`src/rtl/legv8_ctrl_pkg.sv`:
```
`default_nettype none
// +----------------------------------------------------------------------+
// | Module  : legv8_ctrl_pkg                                              |
// | Purpose : Shared encodings for the LEGv8 multi-cycle controller:      |
// |           FSM state codes, instruction classes, FS / data_tri /       |
// |           PC_FS control codes and opcode values.                      |
// | Ports   : none (package)                                              |
// | Rev     : 1.0  initial release                                        |
// +----------------------------------------------------------------------+
package legv8_ctrl_pkg;

   typedef enum logic [2:0] {
      S_FETCH  = 3'd0,
      S_DECODE = 3'd1,
      S_EXEC   = 3'd2,
      S_MEM    = 3'd3,
      S_HALT   = 3'd7
   } state_t;

   typedef enum logic [2:0] {
      CLS_R    = 3'd0,
      CLS_I    = 3'd1,
      CLS_D    = 3'd2,
      CLS_B    = 3'd3,
      CLS_CB   = 3'd4,
      CLS_ZERO = 3'd5,
      CLS_ILL  = 3'd6
   } instr_class_t;

   // ALU function select
   localparam logic [4:0] c_fs_and = 5'b00000;
   localparam logic [4:0] c_fs_orr = 5'b01100;
   localparam logic [4:0] c_fs_add = 5'b01000;
   localparam logic [4:0] c_fs_sub = 5'b01001;

   // Data bus driver select
   localparam logic [1:0] c_dt_alu  = 2'b00;
   localparam logic [1:0] c_dt_regb = 2'b01;
   localparam logic [1:0] c_dt_pc   = 2'b10;
   localparam logic [1:0] c_dt_ram  = 2'b11;

   // PC function select
   localparam logic [1:0] c_pc_hold = 2'b00;
   localparam logic [1:0] c_pc_inc  = 2'b01;
   localparam logic [1:0] c_pc_addk = 2'b10;
   localparam logic [1:0] c_pc_bus  = 2'b11;

   localparam logic [4:0] c_xzr = 5'd31;

   // Opcodes, R and D formats use IR[31:21]
   localparam logic [10:0] c_op_add  = 11'b10001011000;
   localparam logic [10:0] c_op_sub  = 11'b11001011000;
   localparam logic [10:0] c_op_and  = 11'b10001010000;
   localparam logic [10:0] c_op_orr  = 11'b10101010000;
   localparam logic [10:0] c_op_ldur = 11'b11111000010;
   localparam logic [10:0] c_op_stur = 11'b11111000000;
   // I format uses IR[31:22]
   localparam logic [9:0]  c_op_addi = 10'b1001000100;
   localparam logic [9:0]  c_op_subi = 10'b1101000100;
   localparam logic [9:0]  c_op_andi = 10'b1001001000;
   localparam logic [9:0]  c_op_orri = 10'b1011001000;
   // B uses IR[31:26], CB uses IR[31:24]
   localparam logic [5:0]  c_op_b    = 6'b000101;
   localparam logic [7:0]  c_op_cbz  = 8'b10110100;
   localparam logic [7:0]  c_op_cbnz = 8'b10110101;

endpackage
`default_nettype wire

```
`src/rtl/legv8_instr_decode.sv`:
```
`default_nettype none
// +----------------------------------------------------------------------+
// | Module  : legv8_instr_decode                                          |
// | Purpose : Combinational IR decode: instruction class, ALU function,   |
// |           register fields and the extended immediate k.               |
// | Ports   : i_ir      instruction register                              |
// |           o_cls     instruction class (R/I/D/B/CB/zero/illegal)       |
// |           o_fs,o_c0 ALU function and carry-in                         |
// |           o_is_load LDUR, o_is_cbz CBZ, o_sb_rt SB takes Rt           |
// |           o_rd/o_rn/o_rm/o_rt register fields, o_k immediate          |
// | Rev     : 1.0  initial release                                        |
// +----------------------------------------------------------------------+
module legv8_instr_decode
   import legv8_ctrl_pkg::*;
(
   input  logic [31:0]  i_ir,
   output instr_class_t o_cls,
   output logic [4:0]   o_fs,
   output logic         o_c0,
   output logic         o_is_load,
   output logic         o_is_cbz,
   output logic         o_sb_rt,
   output logic [4:0]   o_rd,
   output logic [4:0]   o_rn,
   output logic [4:0]   o_rm,
   output logic [4:0]   o_rt,
   output logic [31:0]  o_k
);

   assign o_rd = i_ir[4:0];
   assign o_rt = i_ir[4:0];
   assign o_rn = i_ir[9:5];
   assign o_rm = i_ir[20:16];

   always_comb begin
      o_cls     = CLS_ILL;
      o_fs      = c_fs_add;
      o_c0      = 1'b0;
      o_is_load = 1'b0;
      o_is_cbz  = 1'b0;
      o_sb_rt   = 1'b0;
      o_k       = '0;
      if (i_ir == 32'd0) begin
         o_cls = CLS_ZERO;
      end else begin
         case (i_ir[31:21])
            c_op_add:  begin o_cls = CLS_R; o_fs = c_fs_add; end
            c_op_sub:  begin o_cls = CLS_R; o_fs = c_fs_sub; o_c0 = 1'b1; end
            c_op_and:  begin o_cls = CLS_R; o_fs = c_fs_and; end
            c_op_orr:  begin o_cls = CLS_R; o_fs = c_fs_orr; end
            c_op_ldur: begin
               o_cls = CLS_D; o_is_load = 1'b1;
               o_k = {{23{i_ir[20]}}, i_ir[20:12]};
            end
            c_op_stur: begin
               o_cls = CLS_D; o_sb_rt = 1'b1;
               o_k = {{23{i_ir[20]}}, i_ir[20:12]};
            end
            default: ;
         endcase
         case (i_ir[31:22])
            c_op_addi: begin o_cls = CLS_I; o_fs = c_fs_add; o_k = {20'd0, i_ir[21:10]}; end
            c_op_subi: begin o_cls = CLS_I; o_fs = c_fs_sub; o_c0 = 1'b1; o_k = {20'd0, i_ir[21:10]}; end
            c_op_andi: begin o_cls = CLS_I; o_fs = c_fs_and; o_k = {20'd0, i_ir[21:10]}; end
            c_op_orri: begin o_cls = CLS_I; o_fs = c_fs_orr; o_k = {20'd0, i_ir[21:10]}; end
            default: ;
         endcase
         // Branch offsets are reduced by 4 because FETCH already advanced PC.
         if (i_ir[31:26] == c_op_b) begin
            o_cls = CLS_B;
            o_k   = {{4{i_ir[25]}}, i_ir[25:0], 2'b00} - 32'd4;
         end
         if ((i_ir[31:24] == c_op_cbz) || (i_ir[31:24] == c_op_cbnz)) begin
            o_cls    = CLS_CB;
            o_fs     = c_fs_orr;
            o_sb_rt  = 1'b1;
            o_is_cbz = (i_ir[31:24] == c_op_cbz);
            o_k      = {{11{i_ir[23]}}, i_ir[23:5], 2'b00} - 32'd4;
         end
      end
   end

endmodule
`default_nettype wire

```
`src/rtl/legv8_multicycle_ctrl.sv`:
```
`default_nettype none
// +----------------------------------------------------------------------+
// | Module  : legv8_multicycle_ctrl                                       |
// | Purpose : Multi-cycle FETCH/DECODE/EXEC/MEM/HALT sequencer driving    |
// |           every control input of dataPath_core.                       |
// | Ports   : clock, reset (async, active-high), start, IR_in, alu_zero,  |
// |           mem_ready (only with LEGV8_CTRL_MEMWAIT_EN);                |
// |           datapath controls w_reg C0 mem_cs mem_write_en IR_load      |
// |           status_load PC_sel B_Sel add_tri_sel FS PC_FS size          |
// |           data_tri_sel SA SB DA k; debug state_o halted illegal       |
// | Config  : LEGV8_CTRL_MEMWAIT_EN adds mem_ready; FETCH and MEM stall   |
// |           until it is high.                                           |
// | Rev     : 1.0  initial release                                        |
// +----------------------------------------------------------------------+
module legv8_multicycle_ctrl
   import legv8_ctrl_pkg::*;
#(
   parameter int RESET_HALT = 0
)(
   input  logic        clock,
   input  logic        reset,
   input  logic        start,
   input  logic [31:0] IR_in,
   input  logic        alu_zero,
`ifdef LEGV8_CTRL_MEMWAIT_EN
   input  logic        mem_ready,
`endif
   output logic        w_reg,
   output logic        C0,
   output logic        mem_cs,
   output logic        mem_write_en,
   output logic        IR_load,
   output logic        status_load,
   output logic        PC_sel,
   output logic        B_Sel,
   output logic        add_tri_sel,
   output logic [4:0]  FS,
   output logic [1:0]  PC_FS,
   output logic [1:0]  size,
   output logic [1:0]  data_tri_sel,
   output logic [4:0]  SA,
   output logic [4:0]  SB,
   output logic [4:0]  DA,
   output logic [31:0] k,
   output logic [2:0]  state_o,
   output logic        halted,
   output logic        illegal
);

   state_t       r_state, w_next;
   logic         r_illegal, w_set_illegal;
   logic         w_mem_ready;
   logic [1:0]   w_pc_fs_base;
   logic         w_cb_exec;

   instr_class_t w_cls;
   logic [4:0]   w_fs, w_rd, w_rn, w_rm, w_rt;
   logic         w_c0, w_is_load, w_is_cbz, w_sb_rt;
   logic [31:0]  w_k;

`ifdef LEGV8_CTRL_MEMWAIT_EN
   assign w_mem_ready = mem_ready;
`else
   assign w_mem_ready = 1'b1;
`endif

   legv8_instr_decode u_decode (
      .i_ir      (IR_in),
      .o_cls     (w_cls),
      .o_fs      (w_fs),
      .o_c0      (w_c0),
      .o_is_load (w_is_load),
      .o_is_cbz  (w_is_cbz),
      .o_sb_rt   (w_sb_rt),
      .o_rd      (w_rd),
      .o_rn      (w_rn),
      .o_rm      (w_rm),
      .o_rt      (w_rt),
      .o_k       (w_k)
   );

   always_ff @(posedge clock or posedge reset) begin
      if (reset) begin
         r_state   <= (RESET_HALT != 0) ? S_HALT : S_FETCH;
         r_illegal <= 1'b0;
      end else begin
         r_state <= w_next;
         if (w_set_illegal)
            r_illegal <= 1'b1;
      end
   end

   always_comb begin
      w_next        = r_state;
      w_set_illegal = 1'b0;
      w_reg         = 1'b0;
      C0            = 1'b0;
      mem_cs        = 1'b1;
      mem_write_en  = 1'b0;
      IR_load       = 1'b0;
      status_load   = 1'b0;
      PC_sel        = 1'b0;
      B_Sel         = 1'b0;
      add_tri_sel   = 1'b0;
      FS            = '0;
      w_pc_fs_base  = c_pc_hold;
      size          = 2'b11;
      data_tri_sel  = c_dt_alu;
      SA            = '0;
      SB            = '0;
      DA            = '0;
      k             = '0;
      w_cb_exec     = 1'b0;
      case (r_state)
         S_FETCH: begin
            add_tri_sel  = 1'b0;
            data_tri_sel = c_dt_ram;
            IR_load      = 1'b1;
            // PC advances only on the edge that actually completes the fetch.
            if (w_mem_ready) begin
               w_pc_fs_base = c_pc_inc;
               w_next       = S_DECODE;
            end
         end
         S_DECODE: begin
            SA = w_rn;
            SB = w_sb_rt ? w_rt : w_rm;
            case (w_cls)
               CLS_ZERO: w_next = S_HALT;
               CLS_ILL:  begin w_set_illegal = 1'b1; w_next = S_HALT; end
               default:  w_next = S_EXEC;
            endcase
         end
         S_EXEC: begin
            w_next = S_FETCH;
            case (w_cls)
               CLS_R: begin
                  SA = w_rn; SB = w_rm; FS = w_fs; C0 = w_c0;
                  w_reg = 1'b1; DA = w_rd;
               end
               CLS_I: begin
                  SA = w_rn; FS = w_fs; C0 = w_c0; B_Sel = 1'b1; k = w_k;
                  w_reg = 1'b1; DA = w_rd;
               end
               CLS_D: begin
                  SA = w_rn; SB = w_sb_rt ? w_rt : w_rm; FS = c_fs_add;
                  B_Sel = 1'b1; k = w_k; add_tri_sel = 1'b1;
                  w_next = S_MEM;
               end
               CLS_B: begin
                  w_pc_fs_base = c_pc_addk; k = w_k;
               end
               CLS_CB: begin
                  // XZR | Rt through the ALU makes alu_zero report Rt == 0.
                  SA = c_xzr; SB = w_rt; FS = c_fs_orr; k = w_k;
                  w_cb_exec = 1'b1;
               end
               default: w_next = S_HALT;
            endcase
         end
         S_MEM: begin
            SA = w_rn; FS = c_fs_add; B_Sel = 1'b1; k = w_k; add_tri_sel = 1'b1;
            if (w_is_load) begin
               data_tri_sel = c_dt_ram; w_reg = 1'b1; DA = w_rt;
            end else begin
               data_tri_sel = c_dt_regb; SB = w_rt; mem_write_en = 1'b1;
            end
            if (w_mem_ready)
               w_next = S_FETCH;
         end
         S_HALT: begin
            if (start && !r_illegal)
               w_next = S_FETCH;
         end
         default: w_next = S_FETCH;
      endcase
   end

   // Branch decision kept out of the main block so alu_zero only feeds PC_FS.
   assign PC_FS   = w_cb_exec ? ((alu_zero == w_is_cbz) ? c_pc_addk : c_pc_hold)
                              : w_pc_fs_base;
   assign state_o = r_state;
   assign halted  = (r_state == S_HALT);
   assign illegal = r_illegal;

endmodule
`default_nettype wire

```
`config.mk`:
```
export PLATFORM = sky130hd
export DESIGN_NAME = legv8_multicycle_ctrl
export DESIGN_NICKNAME = d
export VERILOG_FILES = /design/src/rtl/legv8_ctrl_pkg.sv /design/src/rtl/legv8_instr_decode.sv /design/src/rtl/legv8_multicycle_ctrl.sv
export SDC_FILE = /design/constraint.sdc
export NUM_CORES = 1
export LEC_CHECK = 0
export ABC_AREA = 1
export ABC_CLOCK_PERIOD_IN_PS = 7900
export BUFFER_PORTS_ARGS = -buffer_cell sky130_fd_sc_hd__buf_4
export CAP_MARGIN = 10
export CORE_UTILIZATION = 40
export CTS_BUF_LIST = sky130_fd_sc_hd__clkbuf_8
export DETAILED_ROUTE_END_ITERATION = 8
export PLACE_DENSITY_LB_ADDON = 0.2
export SYNTH_ARGS = -nofsm -noshare
export SYNTH_HDL_FRONTEND = slang
export SYNTH_HIERARCHICAL = 1
export SYNTH_SLANG_ARGS = --single-unit
```
`constraint.sdc`:
```
create_clock -name clock -period 7.9 [get_ports clock]
set_clock_uncertainty 0.2 [all_clocks]
set_input_delay 1.58 -clock clock [delete_from_list [all_inputs] [get_ports clock]]
set_output_delay 1.58 -clock clock [all_outputs]
set_load 0.02 [all_outputs]
```
# Word-level counts from Yosys, hierarchy flattened
# Cells that the tools add are included.
dict set report op_classes {
  eq_ne 25
  shifts 0
  order_cmp 0
  addsub 2
  muxes 63
  n_div 0
  multipliers 0
  n_reduce_logical 16
  n_bitwise 0
}
# op n
set op_table {}
lappend op_table {{$mux 32} 6}
lappend op_table {{$eq 11x11->1 const B} 6}
lappend op_table {{$pmux 32 s2} 1}
lappend op_table {{$pmux 5 s3} 3}
lappend op_table {{$eq 10x10->1 const B} 4}
lappend op_table {{$pmux 5 s2} 4}
lappend op_table {{$logic_not 32->1} 1}
lappend op_table {{$sub 28x4->29 const B} 1}
lappend op_table {{$mux 5} 5}
lappend op_table {{$mux 1} 23}
lappend op_table {{$sub 21x4->22 const B} 1}
lappend op_table {{$mux 3} 6}
lappend op_table {{$eq 8x8->1 const B} 2}
lappend op_table {{$pmux 4 s4} 1}
lappend op_table {{$reduce_or 4->1} 4}
lappend op_table {{$eq 3x2->1 const B} 4}
lappend op_table {{$eq 3x3->1 const B} 4}
lappend op_table {{$pmux 3 s2} 2}
lappend op_table {{$pmux 3 s4} 1}
lappend op_table {{$pmux 4 s3} 1}
lappend op_table {{$reduce_or 2->1} 5}
lappend op_table {{$mux 2} 4}
lappend op_table {{$pmux 2 s2} 2}
lappend op_table {{$eq 3x1->1 const B} 2}
lappend op_table {{10 further kinds} 13}
dict set report word_totals {
  latch_bits 0
  memories 0
  romBits 0
  ram_bits 0
  output_inout_bits 72
  reg_bits 4
  inputBits 36
}

# Depth between registers and ports, before layout
dict set report logic_depth {
  depth_word 11
  depth_mapped 16
  ltp_nobuf 15
}

# Modules after synthesis
# The synthesis kept the hierarchy.
# module area_each_um2 seq_area_each_um2 cells_each instances
set modules_own_cells {}
lappend modules_own_cells {legv8_instr_decode 2084.5 0.0 423 1}
lappend modules_own_cells {legv8_multicycle_ctrl 1352.5 100.1 223 1}

# Worst setup path after synthesis
# No wires, ideal clock.
dict set report synth_timing {
  path_kind {input to output}
  startpoint {input IR_in[0]}
  endpoint {output k[0]}
  cell_stages 13
  slack_ns 2.547
  path_buffers 1
  arrival_time_ns 3.573
  path_cell_list {inv_1 ha_1 nand3_2 nor2_1 inv_1 nor2_1 nand2_1 nand2_1 nor2_1 buf_2 o21ai_2 nand3_4 a21boi_0}
}
dict set report synth_via {
  elab_chain_cells 6
  elab_cells_between_ends 10
  cone_classes {4 x eq/ne; 4 x mux; 2 x reduce/logical}
}
# item line
set synth_lines {}
lappend synth_lines {{start: declaration} legv8_multicycle_ctrl.sv:23} ;# input logic [31:0] IR_in,
lappend synth_lines {{$logic_not 32->1 (*)} legv8_instr_decode.sv:43} ;# if (i_ir == 32'd0) begin
lappend synth_lines {{$mux 3 (*)} legv8_instr_decode.sv:43}
lappend synth_lines {{net w_cls[1]} legv8_multicycle_ctrl.sv:56} ;# instr_class_t w_cls;
lappend synth_lines {{$eq 3x3->1, or another cell as far along} legv8_multicycle_ctrl.sv:136} ;# case (w_cls)
lappend synth_lines {{$reduce_or 4->1 (no line) (*)} --}
lappend synth_lines {{$mux 32 (*)} legv8_multicycle_ctrl.sv:136}
lappend synth_lines {{$pmux 32 s2 (*)} legv8_multicycle_ctrl.sv:114} ;# case (r_state)
lappend synth_lines {{end: declaration} legv8_multicycle_ctrl.sv:44} ;# output logic [31:0] k,
# Mark *: on every way through the listed nets, which the timed path passes. The rest lies on a longest branch.

# Final worst setup path
dict set report layout_timing {
  startpoint {input IR_in[31]}
  endpoint {output k[1]}
}
dict set report layout_via {
  elab_chain_cells 11
  elab_cells_between_ends 35
  cone_classes {17 x eq/ne; 12 x mux; 6 x reduce/logical}
}
# item line
set layout_lines {}
lappend layout_lines {{$eq 11x11->1} legv8_instr_decode.sv:46} ;# case (i_ir[31:21])
lappend layout_lines {{$reduce_or 4->1 (no line) or $reduce_or 2->1 (tied branches)} --}
lappend layout_lines {{$pmux 3 s2} legv8_instr_decode.sv:46}
lappend layout_lines {{$mux 3} legv8_instr_decode.sv:61} ;# case (i_ir[31:22])
lappend layout_lines {{$mux 3} legv8_instr_decode.sv:69} ;# if (i_ir[31:26] == c_op_b) begin
lappend layout_lines {{$mux 3} legv8_instr_decode.sv:73} ;# if ((i_ir[31:24] == c_op_cbz) || (i_ir[31:24] == c_op_cbnz)) begin
lappend layout_lines {{$mux 3 (*)} legv8_instr_decode.sv:43}
lappend layout_lines {{net w_cls[2]} legv8_multicycle_ctrl.sv:56}
lappend layout_lines {{$eq 3x3->1, or another cell as far along} legv8_multicycle_ctrl.sv:136}
lappend layout_lines {{$reduce_or 4->1 (no line) (*)} --}
lappend layout_lines {{$mux 32 (*)} legv8_multicycle_ctrl.sv:136}
lappend layout_lines {{$pmux 32 s2 (*)} legv8_multicycle_ctrl.sv:114}
# Marks and branches as above.

==> results.toml <==
[run_status]
status = "completed"

[timing]
setup_violations = 0
period_share = 0.8157
grt_setup_unrepaired = "false"
finalMaxSlewViolations = 0
min_period_ps = 6444
hold_violations = 0
clock.fmax_mhz = 155.2
tightest_slew_ps = 1072
relSlewSlack = 0.2826
tns_ps = 0

[yosys]
synth-seq-area-share = 0.02912
synth_cell_types = 43
ys_ff_latch = 4
syn_avg_cell_area_sq_um = 5.321
netlist_instances = 646
synth_warnings = 6
async_flop_share = 1.000
synth_edf_count = 0
syn-cell-area_sq_mm = 0.003437
synth_top_flop_cell = "dfrtp_1"

[placement]
gp_congestion = 0.9734
dp.cells = 802
place_hpwl_mm = 10.23
port_buffers = 100

[clocking]
cts.root.buffer_cell = "clkbuf_8"
cts_setup_buffers = 0
numCtsBuffers = 3
cts_hold_buf = 0
clock_sinks = 4
cts.repair.resized = 0
cts_max_level = 1
cts_tree = "done"
clk_pin_slew_ps = 30
insertion_delay_ps = 220
cts_buffer_depth = 2

[floorplan]
fp.dieW_microns = 94.70
start_util = 0.4162
dieArea_sq_mm = 0.008967
ios = 108
die_h_microns = 94.70
rows = 33
core_area_sq_mm = 0.008258

[drt]
routed_via_density = 5.532
firstDrtPassIters = 5
routedWlPerCell_microns = 16.01
drt_iter0_markers = 352
wl_mm = 12.89
vias = 4453
drtAntennaViolNets = 0
drc_errors = 0

[global_routing]
grt_pass1_vias = 3958
grt_max_degree = 45
antenna_found_initial = 0
grt_use_met2 = 0.4730
met3_usage = 0.02576
globalRouteOverflowTotal = 0
met1_usage = 0.3816
grt.total_usage = 0.2880
grt_busiest_layer = "met2"
grt_pass1_wl_mm = 20.11

[worst_setup_path]
setup.worst_path.class = "primary input to primary output"
crit_path_max_fanout = 32
crit_path_start_kind = "primary input"
cp_data_required_time_ps = 6120
arrival_ps = 4660
endpoint_kind = "primary output"
r2r_setup_slack_ps = 6230

[run]
maxCapViolCount = 0

[power_and_ir_drop]
max-vdd-ir-drop_v = 0.0001127
p_leak_nw = 1.873
finalPower_mw = 0.4201
p_per_area_mw_per_mm2 = 105.9

[layout]
fin_util = 0.4806
area_delta_synth_final_pct = 15.47
drive_gt1_frac = 0.2329
antenna_cells = 0
n_fill_cell = 917
final_nets = 741
fin_cells = 805

[worst_hold_path]
worstHoldPathType = "register to register"
## per-layer routing
| metal | vias up | wire (microns) |
|---|---|---|
| met5 | - | 0 |
| met4 | 0 | 373 |
| li1 | 2192 | - |
| met2 | 207 | 5983 |
| met3 | 30 | 932 |
| met1 | 2024 | 5601 |
## critical path: stages
cell and delay (ps):
buf_4 130, nor2_1 180, nand4_2 500, inv_2 510, nor2_1 110, and3_1 340, inv_1 320, nand2_1 140
nand3_4 420, a21boi_0 200, buf_4 220
## final cells by class
| type | instances | area [sq um] | share of cell area |
|---|---|---|---|
| Clock buffer | 3 | 41.29 | 0.01040 |
| Inverter | 67 | 252.7 | 0.06368 |
| Multi-Input combinational cell | 525 | 2685 | 0.6765 |
| Sequential cell | 4 | 100.1 | 0.02522 |
| Tap cell | 105 | 131.4 | 0.03310 |
| Timing Repair Buffer | 101 | 758.2 | 0.1910 |
## path summary, 6_finish.rpt
check,start,end,depth (start not counted)
worst min register to register,illegal,illegal,2
worst max register to register,state_o[2],state_o[2],5
max in group asynchronous,reset,illegal,2
worst max-delay path,IR_in[31],k[1],11
worst min-delay path,illegal,illegal,2
min in group asynchronous,reset,state_o[2],2
## sequential cells by signal, summed over array words and instances, names as in the netlist
| register | cells |
|---|---|
| illegal | 1 |
| state_o | 3 |
## layout by cell type, fill, tap and decap left out, types with 2 or more instances in the layout
master    count
and3_1        2
xnor2_1       2
nor2_4        3
buf_4       101
conb_1        7
nand2_1     178
o21ai_1       6
o31ai_1       2
nor3_1        8
nand3_1      61
nor2_1       74
xor2_1        4
nand4_1      10
inv_1        61
clkbuf_8      3
dfrtp_1       4
nor3_2        3
o21ai_0      50
nand3_4       2
a21oi_1      50
nand3_2       4
a21boi_1      5
o211ai_1      2
a21boi_0      2
o21ai_2       4
nor2_2        8
inv_2         5
a21boi_2     25
ha_1          3
## cells in the mapped netlist (2+ instances only)
master,number,area share
a21oi_1,50,0.073
buf_6,6,0.020
conb_1,3,0.0033
o21ai_2,4,0.010
a21boi_1,5,0.011
nand3_4,2,0.010
dfrtp_1,4,0.029
inv_1,61,0.067
nand4_1,10,0.018
buf_4,33,0.072
nand3_1,61,0.089
a21boi_2,25,0.082
nor2_2,8,0.015
nor3_1,8,0.012
a21boi_0,2,0.0044
nand2_1,178,0.19
ha_1,3,0.011
o31ai_1,2,0.0044
nor2_4,3,0.0098
o21ai_1,6,0.0087
o21ai_0,50,0.073
nor2_1,74,0.081
and3_1,2,0.0036
buf_2,13,0.019
xnor2_1,2,0.0051
o211ai_1,2,0.0044
inv_2,5,0.0055
nand3_2,4,0.012
nor3_2,3,0.0087
xor2_1,4,0.010
## through the flow
| stage | hold WS, ps | area (sq um) | setup slack, ps |
|---|---|---|---|
| global placement | 299.9 | 3928 | 1667 |
| detailed placement | 299.2 | 3928 | 1514 |
| global route | 343.9 | 3969 | 1289 |
| floorplan | 399.8 | 3452 | 2547 |
| CTS | 306.3 | 3969 | 1510 |
| finish | 305.9 | 3969 | 1456 |
## power breakdown
part           switching (mW)  internal (mW)  leakage (nW)  total [mW]
Combinational           0.226          0.111          1.81       0.337
Sequential             0.0104         0.0287        0.0454      0.0391
Clock                  0.0113         0.0325        0.0216      0.0438
Total                   0.248          0.172          1.87       0.420
## cells by family after synthesis
logic type      after synthesis  synth area share
compound gates              149            0.2767
xor+xnor                      6           0.01529
fa+ha+maj                     3           0.01092
buf+inv                     121            0.1940
flops                         4           0.02912
other cells                   3          0.003276
simple gates                360            0.4707
(Power assumes the default switching activity.)
